===== config.mk =====
export PLATFORM = sky130hd
export DESIGN_NAME = eeg_window_buffer
export DESIGN_NICKNAME = d
export VERILOG_FILES = /design/src/rtl/eeg_dct_pkg.sv /design/src/rtl/window_bank.sv /design/src/rtl/eeg_window_buffer.sv
export SDC_FILE = /design/constraint.sdc
export NUM_CORES = 1
export LEC_CHECK = 0
export BUFFER_PORTS_ARGS = -buffer_cell sky130_fd_sc_hd__buf_2
export CORE_ASPECT_RATIO = 1.75
export CORE_UTILIZATION = 55
export CTS_CLUSTER_SIZE = 16
export DETAILED_ROUTE_END_ITERATION = 6
export PLACE_DENSITY = 0.77
export SYNTH_ARGS = -nofsm -noshare
export SYNTH_HDL_FRONTEND = slang
export SYNTH_SLANG_ARGS = --single-unit

===== constraint.sdc =====
create_clock -name clk -period 5.7 [get_ports clk]
set_clock_uncertainty 0.05 [all_clocks]
set_input_delay 0.57 -clock clk [delete_from_list [all_inputs] [get_ports clk]]
set_output_delay 0.57 -clock clk [all_outputs]
set_load 0.03 [all_outputs]

===== src/rtl/eeg_dct_pkg.sv =====
// Shared constants and types for the EEG window former and the DCT stages it feeds.
package eeg_dct_pkg;
  localparam int DCT_N      = 8;
  localparam int SAMPLE_W   = 8;
  localparam int DCT_CYCLES = 10;
  localparam int IDX_W      = $clog2(DCT_N);
  localparam int CNT_W      = $clog2(DCT_CYCLES);

  typedef enum logic [1:0] {IDLE, HOLD, GAP} hold_state_t;

  typedef logic signed [SAMPLE_W-1:0] sample_t;
endpackage


===== src/rtl/window_bank.sv =====
// One window of DCT_N signed samples: indexed write, all samples read in parallel.
module window_bank
  import eeg_dct_pkg::*;
(
  input  logic                       clk,
  input  logic                       we,
  input  logic [IDX_W-1:0]           widx,
  input  logic signed [SAMPLE_W-1:0] wdata,
  output logic [DCT_N*SAMPLE_W-1:0]  rdata
);

  sample_t mem [DCT_N];

  always_ff @(posedge clk) begin
    if (we) mem[widx] <= wdata;
  end

  for (genvar i = 0; i < DCT_N; i++) begin : g_rd
    assign rdata[i*SAMPLE_W +: SAMPLE_W] = mem[i];
  end

endmodule


===== src/rtl/eeg_window_buffer.sv =====
// Ping-pong window former: fills one bank serially while the other is held
// stable for DCT_CYCLES cycles of en/cs, with a one-cycle gap between windows.
module eeg_window_buffer
  import eeg_dct_pkg::*;
(
  input  logic                       clk,
  input  logic                       rst_n,
  input  logic                       s_valid,
  input  logic signed [SAMPLE_W-1:0] s_data,
  output logic                       s_ready,
  output logic signed [SAMPLE_W-1:0] input0,
  output logic signed [SAMPLE_W-1:0] input1,
  output logic signed [SAMPLE_W-1:0] input2,
  output logic signed [SAMPLE_W-1:0] input3,
  output logic signed [SAMPLE_W-1:0] input4,
  output logic signed [SAMPLE_W-1:0] input5,
  output logic signed [SAMPLE_W-1:0] input6,
  output logic signed [SAMPLE_W-1:0] input7,
  output logic                       en,
  output logic                       cs,
  output logic                       win_start
);

  logic [IDX_W-1:0]          wcnt;
  logic                      full;
  logic                      sel;       // index of the fill bank; hold bank is ~sel
  logic                      hold_vld;
  logic [CNT_W-1:0]          cnt;
  hold_state_t               state, state_nxt;
  logic                      accept, last_acc, swap;
  logic [DCT_N*SAMPLE_W-1:0] rd0, rd1, rd_hold;

  assign accept   = s_valid && !full;
  assign last_acc = accept && (wcnt == IDX_W'(DCT_N-1));

  window_bank u_bank0 (
    .clk   (clk),
    .we    (accept && !sel),
    .widx  (wcnt),
    .wdata (s_data),
    .rdata (rd0)
  );

  window_bank u_bank1 (
    .clk   (clk),
    .we    (accept && sel),
    .widx  (wcnt),
    .wdata (s_data),
    .rdata (rd1)
  );

  // A window completing on this very edge can start HOLD immediately.
  always_comb begin
    state_nxt = state;
    swap      = 1'b0;
    case (state)
      IDLE: begin
        if (full || last_acc) begin
          state_nxt = HOLD;
          swap      = 1'b1;
        end
      end
      HOLD: begin
        if (cnt == '0) state_nxt = GAP;
      end
      GAP: begin
        if (full || last_acc) begin
          state_nxt = HOLD;
          swap      = 1'b1;
        end else begin
          state_nxt = IDLE;
        end
      end
      default: state_nxt = IDLE;
    endcase
  end

  always_ff @(posedge clk or negedge rst_n) begin
    if (!rst_n) state <= IDLE;
    else        state <= state_nxt;
  end

  always_ff @(posedge clk or negedge rst_n) begin
    if (!rst_n) begin
      cnt       <= '0;
      wcnt      <= '0;
      full      <= 1'b0;
      sel       <= 1'b0;
      hold_vld  <= 1'b0;
      win_start <= 1'b0;
    end else begin
      if (swap)                          cnt <= CNT_W'(DCT_CYCLES-1);
      else if (state == HOLD && cnt != '0) cnt <= cnt - CNT_W'(1);
      if (accept) wcnt <= wcnt + IDX_W'(1);
      if (swap)          full <= 1'b0;
      else if (last_acc) full <= 1'b1;
      if (swap) begin
        sel      <= ~sel;
        hold_vld <= 1'b1;
      end
      win_start <= swap;
    end
  end

  assign s_ready = !full;
  assign en      = (state == HOLD);
  assign cs      = en;
  assign rd_hold = sel ? rd0 : rd1;

  // Outputs read zero until the first window has been swapped in after reset.
  assign input0 = hold_vld ? rd_hold[0*SAMPLE_W +: SAMPLE_W] : '0;
  assign input1 = hold_vld ? rd_hold[1*SAMPLE_W +: SAMPLE_W] : '0;
  assign input2 = hold_vld ? rd_hold[2*SAMPLE_W +: SAMPLE_W] : '0;
  assign input3 = hold_vld ? rd_hold[3*SAMPLE_W +: SAMPLE_W] : '0;
  assign input4 = hold_vld ? rd_hold[4*SAMPLE_W +: SAMPLE_W] : '0;
  assign input5 = hold_vld ? rd_hold[5*SAMPLE_W +: SAMPLE_W] : '0;
  assign input6 = hold_vld ? rd_hold[6*SAMPLE_W +: SAMPLE_W] : '0;
  assign input7 = hold_vld ? rd_hold[7*SAMPLE_W +: SAMPLE_W] : '0;

endmodule

# [Word-level counts from Yosys, hierarchy flattened]
# Memories as Yosys holds them, arrays and structs flattened.
# Cells that the tools add are included.
[word_totals] reg_bits=13 ram_bits=128 word_cells=55 mem_count=2
[mem_list] name="u_bank0.mem" words=8 word_bits=8 rd=8 rd_ports_with_merged_regs=0 wr=1 line_no="window_bank.sv:12" source="sample_t mem [DCT_N];"
[mem_list] name="u_bank1.mem" words=8 word_bits=8 rd=8 rd_ports_with_merged_regs=0 wr=1 line_no="window_bank.sv:12"
[classes] addsub=2 eq_ne=5 muxes=23 bitwise_logic=1 n_reduce_logical=15
[op_table] cell="64-bit 2-to-1 mux" n=1
[op_table] cell="8-bit 2-to-1 mux" n=8
[op_table] cell="1-bit 2-to-1 mux" n=9
[op_table] cell="4-bit 2-to-1 mux" n=2
[op_table] cell="2-bit case mux with 3 select lines" n=1
[op_table] cell="1-bit logical AND" n=5
[op_table] cell="4-bit zero test" n=1
[op_table] cell="2-bit 2-to-1 mux" n=2
[op_table] cell="2-bit nonzero test" n=2
[op_table] cell="4-bit nonzero test" n=1
[op_table] cell="4-bit by 1-bit subtractor with 4-bit output (second input constant)" n=1
[op_table] cell="3-bit by 1-bit adder with 3-bit output (second input constant)" n=1
[op_table] cell="3-bit equality test (second input constant)" n=1
[op_table] cell="2-bit by 1-bit equality test with 1-bit output (second input constant)" n=1
[op_table] cell="2-bit equality test (second input constant)" n=1
[op_table] cell="1-bit zero test" n=2
[op_table] cell="2-bit zero test" n=1
[op_table] cell="2-bit by 1-bit inequality test with 1-bit output (second input constant)" n=1
[op_table] cell="2-bit inequality test (second input constant)" n=1
[op_table] cell="2-bit AND reduction" n=1
[op_table] cell="2-bit OR reduction" n=1
[op_table] cell="1-bit logical OR" n=1
[op_table] cell="1-bit inverter" n=1

# [Depth between registers and ports, before layout]
# Gate-level depths: netlist (run 1).
[depth] depth_word=7 mapped_depth=5 mapped_depth_nobuf=5

# [Cells and area by module]
# From an unflattened synthesis (run 1), not the netlist that was laid out.
[unflattened] hier_cells=338 hier_area_um2=5771.8
[by_module_without_submodules] module="window_bank" n_inst=2 cells_per_inst=72 area_each_um2=2018.2 seq_area_each_um2=1921.8
[by_module_without_submodules] module="eeg_window_buffer" n_inst=1 cells_per_inst=194 area_each_um2=1735.4 seq_area_each_um2=325.3

# [Least setup slack after synthesis (run 1)]
# No wires, ideal clock.
[synth_timing] kind="input port to flip-flop" startpoint="input s_valid" endpoint="memory u_bank0.mem[0][0] (netlist name), enable pin" setup_ns=0.383 arrival_ns=1.930 path_slack_ns=3.336 stages=4 path_buffers=1 cell_sequence="nor2b_1 > buf_2 > or3b_2 > nor3_1"
[synth_between] elab_chain_cells=4
[synth_rtl] element="start, declared" line_no="eeg_window_buffer.sv:8" source="input logic s_valid,"
[synth_rtl] element="1-bit logical AND" line_no="eeg_window_buffer.sv:33" source="assign accept = s_valid && !full;"
[synth_rtl] element="1-bit logical AND" line_no="eeg_window_buffer.sv:38" source=".we (accept && !sel),"
[synth_rtl] element="1-bit 2-to-1 mux" line_no="window_bank.sv:15" source="if (we) mem[widx] <= wdata;"
[synth_rtl] element="1-bit 2-to-1 mux (not written as such)" line_no="window_bank.sv:15"
[synth_rtl] element="end, declared" line_no="window_bank.sv:12"
# No other way between the ends.

# [Worst setup path in the final report (run 1)]
[layout_timing] startpoint="register sel" endpoint="output input1[6]"
[layout_between] elab_chain_cells=2
[layout_rtl] element="start, declared" line_no="eeg_window_buffer.sv:26" source="logic sel;"
[layout_rtl] element="start signal, assigned" line_no="eeg_window_buffer.sv:98" source="sel <= ~sel;"
[layout_rtl] element="64-bit 2-to-1 mux" line_no="eeg_window_buffer.sv:108" source="assign rd_hold = sel ? rd0 : rd1;"
[layout_rtl] element="8-bit 2-to-1 mux" line_no="eeg_window_buffer.sv:112" source="assign input1 = hold_vld ? rd_hold[1*SAMPLE_W +: SAMPLE_W] : '0;"
[layout_rtl] element="end, declared" line_no="eeg_window_buffer.sv:12" source="output logic signed [SAMPLE_W-1:0] input1,"
# No other way between the ends.

==> results of run 1 <==
[worst paths after layout]
path	slack, ns	startpoint	endpoint	cells after the start
worst max-delay path	2.79	sel$_DFFE_PN0P_	input1[6]	3
worst min-delay path	0.47	s_valid	full$_DFFE_PN0P_	3
worst max register to register	2.83	sel$_DFFE_PN0P_	u_bank1.mem[2][5]$_DFFE_PP_	2
worst min register to register	0.50	state[0]$_DFFE_PN0P_	state[0]$_DFFE_PN0P_	1
max in group asynchronous	4.83	rst_n	sel$_DFFE_PN0P_	2
min in group asynchronous	0.52	rst_n	wcnt[2]$_DFFE_PN0N_	2
[cells in the final DEF (no fill, tap or decap), types with 3 or more instances in the layout]
cell          n
nand2b_1      3
nor2b_1      67
clkbuf_16    20
clkinv_2      4
ha_1          4
inv_1         5
nor2_1       14
a21oi_1       3
clkinvlp_4    5
edfxtp_1    128
mux2i_1      64
clkinv_4      3
dfrtp_1      12
nor3_1        4
o21ai_0       3
buf_2        78
[metrics by stage]
stage          instances  instance area [µm²]
3_5_place_dp         532                 6127
4_1_cts              565                 6721
6_report             565                 6721
2_1_floorplan        347                 5664
3_3_place_gp         532                 6127
5_1_grt              565                 6721
[cell type report]
cell class / count / area (µm²) / share of cell area, %
Clock buffer: 20 / 500.5 / 7.446
Clock inverter: 12 / 83.83 / 1.247
Inverter: 5 / 18.77 / 0.2792
Multi-Input combinational cell: 182 / 1381 / 20.55
Sequential cell: 141 / 4173 / 62.08
Tap cell: 125 / 156.4 / 2.327
Timing Repair Buffer: 80 / 407.9 / 6.068
[what timing repair did]
| action | CTS | global route |
|---|---|---|
| hold buffers | 1 | 0 |
| hold endpoints to repair | 13 | 0 |
| gates resized for setup | 0 | 0 |
[sequential cells by signal, summed over array words and instances, names as in the netlist]
signal,flops
u_bank1.mem,64
win_start,1
u_bank0.mem,64
sel,1
wcnt,3
state,2
hold_vld,1
full,1
cnt,4
[per-layer routing]
metal	track usage (%)	up-vias	part of all wire [%]
li1	-	1422	-
met1	21.30	1444	37
met2	35.89	75	55
met3	5.973	18	4.5
met4	11.52	0	2.8
met5	0	-	0
[kinds of logic after synthesis]
logic type	Yosys count
AOI/OAI and AO/OA	9
xor gates and xnor gates	2
adders and majority gates	4
buffers and inverters	24
DFF	141
muxes	66
and+or+nand+nor	101
[power by group]
group          internal, W  switching [W]  total (W)  leakage (nW)
Sequential         0.00126       0.000193    0.00146          1.32
Combinational     0.000471       0.000828    0.00130         0.963
Clock             0.000631       0.000398    0.00103         0.275
Total              0.00237        0.00142    0.00379          2.55
[worst max-delay path, delay by kind of cell, from the launching register on]
kind / cells / cell delay, ns
muxes: 1 / 0.29
DFF: 1 / 1.17
and+or+nand+nor: 1 / 0.17
buffers and inverters: 1 / 0.21
==> key figures, run 1 <==
Layout
  – Share of cells above drive strength 1: 26.36%
  – # nets final: 442
  – # diodes: 0
  – Core Util, Final: 67.83%
  – Area Growth Syn to Fin: 18.67%
  – Number of fill cells: 662

Die
  – Die extent in x: around 80 µm
  – # IOs: 79
  – Standard-cell rows: 48
  – Core Region: between 9000 and 10000 µm²
  – Initial Util: 57.16%
  – Die ar.: approximately 11000 µm²
  – Die Span Y: 136.2 µm

Timing
  – Final setup TNS: 0 ns
  – Hold_ws: 0.4700 ns
  – Worst-Margin Slew: between 1 and 1.5 ns
  – Worst setup margin: 2.791 ns
  – Tcrit/Tclk final: slightly above 50%
  – Max_slew headroom: between 20% and 30%
  – Max-slew violations: 0
  – Minimum clock period: 2.909 ns
  – Max Clock Freq: 343.8 MHz
  – Final setup violation count: 0
  – Final Hold Vio Count: 0
  – Unrepaired setup endpoints after global routing: no

Synth
  – Average size of a mapped cell: 16.32 µm²
  – Main synth FF type: edfxtp_1
  – Asr flop ratio synth: 9.220%
  – Post-synthesis simple-gate area fraction: a little over a tenth
  – Mapped cell area: 5664 µm²
  – Netlist cell types: 30
  – Post-synth EDFFs: 128
  – #FFs+latches synth: 141
  – Top cell type's share of synthesized area: 67.86%
  – Post-synthesis mux area share: 11.71%
  – Leading cell type by number of instances after synthesis: edfxtp_1
  – Synth cell count leaders: edfxtp_1, nor2b_1, mux2i_1
  – Post-Synth Adder-Cell Area: 0.8836%
  – Synthesis Warnings: 0
  – Synth Area in XOR/XNOR: 0.3093%
  – Sequential area share after synthesis: 73.60%
  – Synth top area cells: edfxtp_1, mux2i_1, nor2b_1
  – Post-Syn Nets: 362
  – Compound-Gate Fraction of Synth Area: less than 1%
  – Gate count of the mapped netlist: 347
  – Leading area contributor after synthesis: edfxtp_1
  – Main combinational cell family by area after synthesis: multiplexers

Power
  – PD cells: 563.1 nW/µm²
  – Design Power: around 0.0038 W
  – Pleak: ~2.6 nW
  – Max VDD drop: roughly 0.45 mV

Route
  – DR DRC count: 0
  – Via count: 2959
  – Iter 0 DRT Violations: 105
  – Per-cell routed wire length: 17.46 µm
  – DRT Pass-1 Iters: 4
  – Total wire length: between 9000 and 10000 µm
  – Vias per Instance: 5.237
  – Antenna viol nets, final: 0

Place
  – DP Worst Slack: 2.847 ns
  – Hpwl dp: approximately 6500 µm
  – GP Congestion: between 0.7 and 0.8
  – Input/output buffers: 78

Clock tree
  – CTS max path bufs: 2
  – Postcts setup bufs: 0
  – CTS root buf: clkbuf_16
  – Clock latency on the worst-skew pair: 0.41 ns
  – CTS tree: done
  – Clk sinks: 141
  – CTS H-tree lvls: 4
  – Clock Pin Slew Worst Setup and Hold Paths: 0.06 ns
  – Inserted Clock Buffers: 17

Worst setup path
  – Largest stage delay, worst path: about 1.2 ns
  – Slowest-stage cell, CP: dfrtp_4
  – Critical path class: flip-flop to output port
  – Worst-path maximum fanout: 69
  – Startpoint Class: flip-flop
  – Critical Path RT: 5.08 ns
  – Worst path cell trace: mux2i_1 -> nor2b_1 -> buf_2
  – CP arrival: between 2 and 2.5 ns
  – CP Capture Type: output port

Global routing
  – Initial antenna violation count: 0
  – Vias in the first global route: 3004
  – Largest net degree at the start of global routing: 70
  – Wire length of the first global-routing pass: between 15000 and 20000 µm
  – Grt total ovfl: 0
  – GRT Total Usage: between 20 and 25%

Run
  – Max Cap Viol: 0

Hold path
  – Hold crit path type: primary input to flip-flop

Outcome
  – Status: finished clean
(Power assumes the default switching activity.)
==> inputs of run 2 (changes only) <==
CORE_UTILIZATION = 51   (was 55)
PLACE_DENSITY = 0.75   (was 0.77)
clock period = 2.49 ns   (was 5.7 ns; I/O delays follow)
==> run 2 against run 1 <==
Compared with the run above: global-route usage is 0.98 points lower; register-to-register slack worse by 2.2 ns; sequential power is 110% higher; power is 140% higher; die area is 7.7% higher; utilization is 2.9 points lower; clock power grew to 2.8 times the previous value; first-iteration DRC count is 39% higher; sequential share of layout area is 2.4 points lower; design area is 4.0% higher; cell count is 4.2% higher; critical path type unchanged.
==> key figures, run 2 (same netlist as run 1, synthesis figures left out) <==
Outcome
  – Status: finished clean (unchanged)

Layout
  – Most common cell after layout, fill and taps aside: edfxtp_1 (unchanged)
  – # nets final: 461 (was 442)
  – Number of fill cells: 786 (was 662)
  – Cell area after layout: 6988 µm² (was 6721 µm²)
  – Multi-input gate area: 1381 µm² (unchanged)
  – # diodes: 0 (unchanged)
  – Top flop regs: u_bank0.mem: 64 flops, u_bank1.mem: 64 flops, cnt: 4 flops (unchanged)
  – Area Growth Syn to Fin: 23.37% (was 18.67%)
  – Commonest non-fill, non-tap cells in the layout: edfxtp_1, buf_2, nor2b_1, mux2i_1, buf_4 (was edfxtp_1, buf_2, nor2b_1, mux2i_1, clkbuf_16)
  – FF/Latch Area: 4173 µm² (unchanged)
  – Share of cells above drive strength 1: 28.54% (was 26.36%)

Die
  – Initial Util: 52.64% (was 57.16%)
  – # IOs: 79 (unchanged)
  – Core Region: 10760 µm² (was 9910 µm²)
  – Die extent in x: 81.67 µm (was 78.71 µm)
  – Standard-cell rows: 50 (was 48)
  – Die ar.: 11550 µm² (was 10720 µm²)
  – Die Span Y: 141.4 µm (was 136.2 µm)

Worst setup path
  – RR Startpoint: sel$_DFFE_PN0P_ (unchanged)
  – Worst-path maximum fanout: 21 (was 69)
  – Critical Path RT: 2.19 ns (was 5.08 ns)
  – Startpoint Class: flip-flop (unchanged)
  – Reg-to-reg endpoint: u_bank0.mem[0][3]$_DFFE_PP_ (was u_bank1.mem[2][5]$_DFFE_PP_)
  – CP Capture Type: output port (unchanged)
  – Critical path class: flip-flop to output port (unchanged)
  – Flop2flop setup slack: 0.62 ns (was 2.83 ns)
  – Slowest-stage cell, CP: dfrtp_4 (unchanged)
  – Worst path cell trace: buf_4 -> mux2i_1 -> nor2b_1 -> buf_2 (was mux2i_1 -> nor2b_1 -> buf_2)
  – Largest stage delay, worst path: 0.60 ns (was 1.17 ns)
  – R2R cell count: 3 (was 2)
  – CP arrival: 2.05 ns (was 2.29 ns)

Global routing
  – Largest net degree at the start of global routing: 46 (was 70)
  – Grt total ovfl: 0 (unchanged)
  – Vias in the first global route: 3079 (was 3004)
  – Wire length of the first global-routing pass: 15520 µm (was 15260 µm)
  – Initial antenna violation count: 0 (unchanged)
  – GRT Total Usage: 19.39% (was 20.37%)

Route
  – Vias per Instance: 5.244 (was 5.237)
  – DR DRC count: 0 (unchanged)
  – Total wire length: 10190 µm (was 9863 µm)
  – DRT Pass-1 Iters: 4 (unchanged)
  – Antenna viol nets, final: 0 (unchanged)
  – Via count: 3089 (was 2959)
  – Per-cell routed wire length: 17.29 µm (was 17.46 µm)
  – Iter 0 DRT Violations: 146 (was 105)

Power
  – Sequential power share: 33.8% (was 38.5%)
  – Max VDD drop: 0.8694 mV (was 0.4525 mV)
  – PD cells: 1325 nW/µm² (was 563.1 nW/µm²)
  – Net Sw Frac: 35.00% (was 37.49%)
  – Clk pwr share: 30.8% (was 27.2%)
  – Pleak: 2.716 nW (was 2.553 nW)
  – Design Power: 0.009257 W (was 0.003785 W)
  – Internal: 0.006017 W (was 0.002366 W)
  – Sw power: 0.003240 W (was 0.001419 W)
  – Combinational Power Share: 35.4% (was 34.3%)

Timing
  – Max_slew headroom: 63.26% (was 20.90%)
  – Worst-Margin Slew: 0.5499 ns (was 1.177 ns)
  – Tcrit/Tclk final: 94.31%
  – Unrepaired setup endpoints after global routing: no (unchanged)
  – Max Clock Freq: roughly 430 MHz
  – Max-slew violations: 0 (unchanged)
  – Final setup TNS: 0 ns (unchanged)
  – Final Hold Vio Count: 0 (unchanged)
  – Minimum clock period: 2.348 ns
  – Final setup violation count: 0 (unchanged)

Hold path
  – Hold endpoint: full$_DFFE_PN0P_ (unchanged)
  – Hold crit path type: primary input to flip-flop (unchanged)
  – Hold path startpoint: s_valid (unchanged)
  – Hold Path Cell Cnt: 3 (unchanged)

Clock tree
  – CTS max path bufs: 2 (unchanged)
  – CTS tree: done (unchanged)
  – Inserted Clock Buffers: 17 (unchanged)
  – CTS root buf: clkbuf_16 (unchanged)
  – Clock latency on the worst-skew pair: 0.42 ns (was 0.41 ns)
  – CTS H-tree lvls: 4 (unchanged)
  – Clock Pin Slew Worst Setup and Hold Paths: 0.06 ns (about the same)
  – Clk sinks: 141 (unchanged)

Place
  – Input/output buffers: 78 (unchanged)
  – Hpwl dp: 6435 µm (was 6495 µm)
  – Placed Area: 6301 µm² (was 6127 µm²)
  – GP Congestion: 0.7691 (was 0.7793)

Run
  – Max Cap Viol: 0 (unchanged)
[run 2: worst max path at each step]
| stage | startpoint | endpoint | slack [ns] | depth (start not counted) |
|---|---|---|---|---|
| finish | sel$_DFFE_PN0P_ | input5[6] | 0.14 | 4 |
| CTS | sel$_DFFE_PN0P_ | input5[6] | 0.15 | 4 |
| global placement | sel$_DFFE_PN0P_ | u_bank0.mem[0][0]$_DFFE_PP_ | 0.65 | 3 |
| detailed placement | sel$_DFFE_PN0P_ | input6[2] | 0.61 | 4 |
| floorplan | sel$_DFFE_PN0P_ | u_bank0.mem[0][0]$_DFFE_PP_ | 0.30 | 4 |
| global route | sel$_DFFE_PN0P_ | input5[6] | 0.07 | 4 |
[run 2: power groups by stage]
stage	Combinational, W	Sequential, W	Clock [W]
3_3_place_gp	0.00323	0.00316	0
6_report	0.00328	0.00313	0.00285
2_1_floorplan	0.00255	0.00303	0
3_5_place_dp	0.00329	0.00318	0
4_1_cts	0.00331	0.00313	0.00288
5_1_grt	0.00349	0.00317	0.00298
[run 2: layout make-up]
| type | instances | area share, % |
|---|---|---|
| repair buffers | 99 | 8.236 |
| clock buffers | 19 | 6.195 |
| flip-flops and latches | 141 | 59.71 |
| clock inverters | 13 | 3.491 |
| well taps | 130 | 2.328 |
| inverters | 5 | 0.2686 |
| multi-input cells | 182 | 19.77 |
[run 2: worst max-delay path, delay by kind of cell (launching register included)]
kind	cells	cell delay, ns
flops	1	0.60
simple gates	1	0.09
buf+inv	2	0.59
mux	1	0.34
[run 2: layer usage]
layer | track usage (%) | vias to the layer above | wire, µm
met4 | 9.511 | 0 | 265
met5 | 0 | - | 0
met3 | 5.209 | 17 | 361
met1 | 20.90 | 1533 | 3763
met2 | 34.08 | 80 | 5796
li1 | - | 1459 | -
[run 2: per-stage QoR]
| step | setup WS (ns) | util (%) | hold WS, ns | cells |
|---|---|---|---|---|
| after floorplan | 0.2952 | - | -0.09659 | 347 |
| after global placement | 0.6486 | 58.56 | 0.09413 | 556 |
| after detailed placement | 0.6140 | 58.56 | 0.1041 | 556 |
| after CTS | 0.1526 | 64.94 | 0.1108 | 589 |
| after global routing | 0.06846 | 64.94 | 0.1293 | 589 |
| final | 0.1416 | 64.94 | 0.1249 | 589 |
[run 2: what timing repair did]
action | 4_1_cts | 5_1_grt
resized for setup | 0 | 0
setup buffers | 0 | 0
hold buffers | 1 | 0
setup endpoints to repair | 0 | 0
endpoints found under the hold margin | 13 | 0
